**src/rtl/alu_issue_ctrl.sv**
```systemverilog
// -----------------------------------------------------------------------------
// alu_issue_ctrl
//   Issue controller for an external, purely combinational 8-bit ALU.
//   A command is accepted in IDLE and its operands and opcode are registered
//   onto alu_a/alu_b/alu_op. The controller spends one ISSUE cycle while the
//   ALU settles. It then captures alu_out into res_data and the accumulator,
//   and presents the result in DONE until the consumer takes it.
//   Peak throughput is one operation every three cycles.
//
//   Optional feature macro: ALU_CTRL_FLAGS_EN
//     When defined, the registered result flags res_zero and res_neg are
//     present. When undefined, those ports and their registers do not exist.
//
// Parameters
//   ACC_INIT     accumulator value loaded on reset
//
// Ports
//   clk          single clock, rising edge
//   rst          synchronous, active-high reset
//   cmd_valid    command present                (in)
//   cmd_ready    controller can accept, IDLE     (out)
//   cmd_op       opcode: add,sub,and,or,xor,not a,shl a,shr a (in)
//   cmd_a/cmd_b  operands                        (in)
//   cmd_use_acc  use accumulator as operand A    (in)
//   alu_a/alu_b  registered operands to the ALU  (out)
//   alu_op       registered opcode to the ALU    (out)
//   alu_out      combinational ALU result        (in)
//   res_valid    result available, DONE          (out)
//   res_ready    consumer accepts result         (in)
//   res_data     captured result                 (out)
//   acc          current accumulator             (out)
//   res_zero     res_data == 0   (ALU_CTRL_FLAGS_EN only)
//   res_neg      res_data[7]     (ALU_CTRL_FLAGS_EN only)
// -----------------------------------------------------------------------------
module alu_issue_ctrl #(
  parameter logic [7:0] ACC_INIT = 8'h00
) (
  input  logic       clk,
  input  logic       rst,
  input  logic       cmd_valid,
  output logic       cmd_ready,
  input  logic [2:0] cmd_op,
  input  logic [7:0] cmd_a,
  input  logic [7:0] cmd_b,
  input  logic       cmd_use_acc,
  output logic [7:0] alu_a,
  output logic [7:0] alu_b,
  output logic [2:0] alu_op,
  input  logic [7:0] alu_out,
  output logic       res_valid,
  input  logic       res_ready,
  output logic [7:0] res_data,
  output logic [7:0] acc
`ifdef ALU_CTRL_FLAGS_EN
  ,
  output logic       res_zero,
  output logic       res_neg
`endif
);

  typedef enum logic [1:0] {
    S_IDLE  = 2'd0,
    S_ISSUE = 2'd1,
    S_DONE  = 2'd2
  } state_t;

  state_t     r_state;
  state_t     w_next_state;
  logic       w_accept;
  logic       w_capture;

  logic [7:0] r_alu_a;
  logic [7:0] r_alu_b;
  logic [2:0] r_alu_op;
  logic [7:0] r_res_data;
  logic [7:0] r_acc;

  // Handshakes are only meaningful in their own state; everything else on
  // cmd_* and res_ready is ignored by construction.
  assign w_accept  = (r_state == S_IDLE) && cmd_valid;
  assign w_capture = (r_state == S_ISSUE);

  // ---------------------------------------------------------------------------
  // State register
  // ---------------------------------------------------------------------------
  // NOTE: sequential state uses non-blocking (<=) so every flop samples the
  // pre-edge value of every other flop, independent of block ordering.
  always_ff @(posedge clk) begin
    if (rst) r_state <= S_IDLE;
    else     r_state <= w_next_state;
  end

  // ---------------------------------------------------------------------------
  // Next-state logic
  // ---------------------------------------------------------------------------
  // NOTE: the default assignment first guarantees every path drives
  // w_next_state, so no latch can be inferred.
  always_comb begin
    w_next_state = r_state;
    unique case (r_state)
      S_IDLE:  if (cmd_valid) w_next_state = S_ISSUE;
      S_ISSUE: w_next_state = S_DONE;
      S_DONE:  if (res_ready) w_next_state = S_IDLE;
      default: w_next_state = S_IDLE;
    endcase
  end

  // ---------------------------------------------------------------------------
  // Datapath registers
  // ---------------------------------------------------------------------------
  // NOTE: these are a handful of control-visible registers, not a memory, so
  // every one is reset to a defined value; a reset mid-command discards it.
  always_ff @(posedge clk) begin
    if (rst) begin
      r_alu_a    <= 8'h00;
      r_alu_b    <= 8'h00;
      r_alu_op   <= 3'b000;
      r_res_data <= 8'h00;
      r_acc      <= ACC_INIT;
    end else begin
      if (w_accept) begin
        // The accumulator seen here predates this command's own capture.
        r_alu_a  <= cmd_use_acc ? r_acc : cmd_a;
        r_alu_b  <= cmd_b;
        r_alu_op <= cmd_op;
      end
      // The ALU has had the whole ISSUE cycle to settle on the registered
      // operands, so alu_out is stable at this edge.
      if (w_capture) begin
        r_res_data <= alu_out;
        r_acc      <= alu_out;
      end
    end
  end

`ifdef ALU_CTRL_FLAGS_EN
  logic r_res_zero;
  logic r_res_neg;

  // Flags are taken from alu_out at the same edge as res_data rather than
  // decoded from res_data, so they stay aligned with it by construction.
  always_ff @(posedge clk) begin
    if (rst) begin
      r_res_zero <= 1'b1;
      r_res_neg  <= 1'b0;
    end else if (w_capture) begin
      r_res_zero <= (alu_out == 8'h00);
      r_res_neg  <= alu_out[7];
    end
  end

  assign res_zero = r_res_zero;
  assign res_neg  = r_res_neg;
`endif

  // ---------------------------------------------------------------------------
  // Outputs
  // ---------------------------------------------------------------------------
  assign cmd_ready = (r_state == S_IDLE);
  assign res_valid = (r_state == S_DONE);
  assign alu_a     = r_alu_a;
  assign alu_b     = r_alu_b;
  assign alu_op    = r_alu_op;
  assign res_data  = r_res_data;
  assign acc       = r_acc;

endmodule

```
**config.mk**
```make
export PLATFORM = sky130hd
export DESIGN_NAME = alu_issue_ctrl
export DESIGN_NICKNAME = d
export VERILOG_FILES = /design/src/rtl/alu_issue_ctrl.sv
export SDC_FILE = /design/constraint.sdc
export NUM_CORES = 1
export LEC_CHECK = 0
export BUFFER_PORTS_ARGS = -buffer_cell sky130_fd_sc_hd__buf_2
export CAP_MARGIN = 20
export CORE_AREA = 2 2 63 65
export CTS_CLUSTER_DIAMETER = 150
export DETAILED_ROUTE_END_ITERATION = 10
export DIE_AREA = 0 0 65 67
export PLACE_DENSITY = 0.72
export SLEW_MARGIN = 20
export SYNTH_ARGS = -nofsm -noshare
export SYNTH_HDL_FRONTEND = slang
export SYNTH_SLANG_ARGS = --single-unit
```
**constraint.sdc**
```tcl
create_clock -name clk -period 2.56 [get_ports clk]
set_clock_uncertainty 0.05 [all_clocks]
set_input_delay 0.384 -clock clk [delete_from_list [all_inputs] [get_ports clk]]
set_output_delay 0.384 -clock clk [all_outputs]
set_load 0.01 [all_outputs]
```
# After elaboration in Yosys (flattened, before gate mapping)
# Index checks and enable logic that the tools add are counted.
[word_totals] register_bits=29 inputBits=32 out_inout_bits=37 elab_cells=16
[classes] n_reduce_logical=3 eq_ne=4 n_mux=4
[op_table] operator="two-way mux 8 bit" count=1
[op_table] operator="one-hot mux 2 bit (3 select lines)" count=1
[op_table] operator="two-way mux 2 bit" count=2
[op_table] operator="== test 2 x 1 -> 1 bit, second input constant" count=1
[op_table] operator="== test 2 bit, second input constant" count=1
[op_table] operator="zero test 2 bit" count=1
[op_table] operator="inequality test 2 x 1 -> 1 bit, second input constant" count=1
[op_table] operator="inequality test 2 bit, second input constant" count=1
[op_table] operator="AND reduction 2 bit" count=1
[op_table] operator="logical AND 1 bit" count=1

# Depth between registers and ports, before layout
[logic_depth] word_depth=3 depth_mapped=5 ltp_nobuf=3

# Worst setup path after synthesis
# Ideal clock, no wire load.
[synth_timing] kind="input -> register" startpoint="input cmd_valid" endpoint="register r_alu_b[3], in the netlist alu_b[3]" required_time_ps=2382 stages=5 setup_slack_ps=1323 setup_ps=128 path_buffers=2 arrival_time_ps=1059 cell_sequence="nor3b_2 -> buf_6 -> buf_12 -> mux2i_1 -> nor2_1"
[synth_between] elab_chain_cells=1
[synth_lines] item="start: declaration" line="40" source="input logic cmd_valid,"
[synth_lines] item="logical AND 1 bit" line="80" source="assign w_accept = (r_state == S_IDLE) && cmd_valid;"
[synth_lines] item="end signal: assignment" line="124" source="r_alu_b <= cmd_b;"
[synth_lines] item="end: declaration" line="73" source="logic [7:0] r_alu_b;"
# No other way between the ends.
# A chain may end at the register's enable or synchronous reset.

# Worst setup path after layout
[layout_timing] startpoint="register r_state[0]" endpoint="output res_valid"
[layout_between] elab_chain_cells=1
[layout_lines] item="start: declaration" line="67" source="state_t r_state;"
[layout_lines] item="start signal: assignment" line="90" source="else r_state <= w_next_state;"
[layout_lines] item="== test 2 bit" line="160" source="assign res_valid = (r_state == S_DONE);"
[layout_lines] item="end: declaration" line="50" source="output logic res_valid,"
# No other way between the ends.

==> flow_summary.toml <==
[placed_design]
portBuffers = 68
dp_hpwl_mm = 1.97
gp_congestion = 0.652
dp_slack_ns = 1.04

[setup_path]
crit_type = "reg2out"
cp.required_ns = 2.13
critPathBufInv = 1
cp_num_cells = 2
r2r_slack_ns = 1.16
cpMaxStageDelayCell = "dfxtp_1"
max_stage_delay_ns = 0.41
worstPathMaxFanout = 5
r2r-start = "r_state[0]"
reg2reg_depth = 4
cp-start-kind = "register"
cp_cell_sequence = "and2b_1, buf_2"
crit_path_end_kind = "primary output"
startpoint = "r_state[0]"
crit_family = "flip-flops"
cp_data_arrival_time_ns = 1.03

[yosys]
synthTopCellsByCount = "29 x dfxtp_1, 19 x mux2i_1, 19 x nor2_1"
synth_async_sr_flop_share_pct = 0
synth_flop_cell = "dfxtp_1"
synth_enable_flop_cells = 0
synth_top_area_cell = "dfxtp_1"
yosysMostFrequentCell = "dfxtp_1"
yosys.area.top_type_share_pct = 47.0
ys_ff_latch = 29
synth_area_leaders = "dfxtp_1 47%, mux2i_1 15%, a211oi_2 8.1%"
synth_cells = 124
ys_seq_area_share_pct = 47.0
yosysWarnings = 0
synth_cell_types = 18
avgSynthCellArea_sq_um = 9.97
syn_area_sq_mm = 0.00124
syn-num-nets = 156

[floorplanning]
core_area_sq_mm = 0.00361
rows = 22
dieArea_sq_mm = 0.00436
ioPinCount = 69
die_y_um = 67
die_x_um = 65
start_util_pct = 34.3

[power]
cellPowerDensity_mw_per_mm2 = 648
sequentialPowerShare_pct = 48.6
peakVddDrop_uv = 313
p_sw_mw = 0.258
p_comb_share_pct = 16.9
p_int_mw = 0.778
power_leakage_nw = 0.795
switching_share_pct = 24.9
p_clk_share_pct = 34.6

[layout]
synthToLayoutAreaGrowth_pct = 29.5
n_antenna_cell = 0
nets = 215
fill_cells = 386
drive_above_1_share_pct = 46.4
multi_input_area_sq_um = 526
seqCellArea_sq_um = 581

[detailed_routing]
viasPerCell = 4.49
drc_errors = 0
drt-total-wl_mm = 2.61
ant_nets = 0
post_drt_wl_per_cell_um = 11.3
drtPass1Iterations = 4
vias = 1037
drtIter0Drc = 20

[clocking]
clk_latency_ns = 0.27
cts_sinks = 29
clockRootBuffer = "clkbuf_8"
cts_tree = "yes"
cts.path.max_buffers = 2
hold_buffers = 0
clk_pin_slew_ns = 0.06
post_cts_resized = 0
post_cts_buffers = 0
h-tree-depth = 2
cts_made_buffers = 5

[run_status]
status = "finished clean"

[timing]
tightest_slew_ns = 0.590
slew_headroom_pct = 60.7
hold_violations = 0
timing.final.ws_setup_ns = 1.10
rsz0062_at_grt = "no"
setup_viol = 0
drv_slew = 0
min_period_ns = 1.46
timing.final.crit_share_pct = 57.0
fin_tns_setup_ns = 0
hold_ws_ns = 0.298
clock.fmax_mhz = 685

[grt]
grt_pass1_wl_mm = 4.13
grt_overflow = 0
track_usage_pct = 13.0
grt_pass1_vias = 957
antenna_found_initial = 0
grt_max_degree = 30

[min_path]
hold_class = "in2reg"
hold_depth = 3
min_from = "cmd_b[0]"

[run]
max_cap_viol_count = 0
layout make-up:
| type | instances | area share (%) |
|---|---|---|
| Sequential cell | 29 | 36.3 |
| Timing Repair Buffer | 69 | 21.7 |
| Tap cell | 48 | 3.75 |
| Clock buffer | 7 | 5.39 |
| Multi-Input combinational cell | 78 | 32.8 |
cell usage in the layout (no fill, tap or decap):
cell type  Yosys  routed
a211oi_2       8       8
or2b_1         1       1
dfxtp_1       29      29
nand2b_1       1       1
a21oi_1        9       9
buf_4          8       1
buf_2          1      68
nor2_1        19      19
clkbuf_1       4       1
and2b_1        1       1
nor2_2         1       1
nor3b_4        0       1
nor2b_1        2       2
nand2_1       16      16
clkbuf_8       0       6
mux2i_1       19      19
layer usage:
layer / track usage, % / vias up / share of wire [%] / routed length, um
met5: 0 / - / 0 / 0
met4: 4.79 / 0 / 0.88 / 23
met3: 6.08 / 4 / 12 / 318
met2: 22.0 / 59 / 47 / 1230
met1: 14.1 / 457 / 40 / 1040
li1: - / 517 / - / -
final timing paths:
path,to
worst max register to register,alu_b[7]
worst max-delay path,res_valid
worst min register to register,acc[0]
worst min-delay path,alu_b[0]
per-stage QoR:
stage          utilization, %  area [sq um]  std cells  power (mW)
2_1_floorplan               -          1240        124       0.638
4_1_cts                  44.4          1600        231        1.06
3_3_place_gp             42.0          1510        224       0.688
3_5_place_dp             42.0          1510        224       0.692
5_1_grt                  44.4          1600        231        1.11
6_report                 44.4          1600        231        1.04
registers in the layout, indices dropped and copies added, names as in the netlist:
name     count
alu_op       3
alu_a        8
acc          8
r_state      2
alu_b        8
worst reg2reg max path, delay by kind of cell (launching register included):
| family | cells | cell delay (ns) |
|---|---|---|
| simple gates | 2 | 0.25 |
| flops | 1 | 0.35 |
| mux | 1 | 0.24 |
| buf+inv | 1 | 0.38 |
logic make-up (layout without fill, tap and decap cells):
| logic type | count (synthesis) | count (layout) | synth area share, % |
|---|---|---|---|
| buffers and inverters | 17 | 76 | 11.0 |
| flip-flops | 29 | 29 | 47.0 |
| AND/OR/NAND/NOR | 42 | 42 | 14.9 |
| multiplexers | 19 | 19 | 15.4 |
| AO/OA/AOI/OAI | 17 | 17 | 11.7 |
power groups by stage:
stage / registers [mW] / logic (mW) / clock network [mW]
global route: 0.508 / 0.195 / 0.407
CTS: 0.504 / 0.179 / 0.378
floorplan: 0.525 / 0.114 / 0
global placement: 0.513 / 0.175 / 0
finish: 0.504 / 0.175 / 0.358
detailed placement: 0.513 / 0.179 / 0
Power figures use the tool's default switching activity.
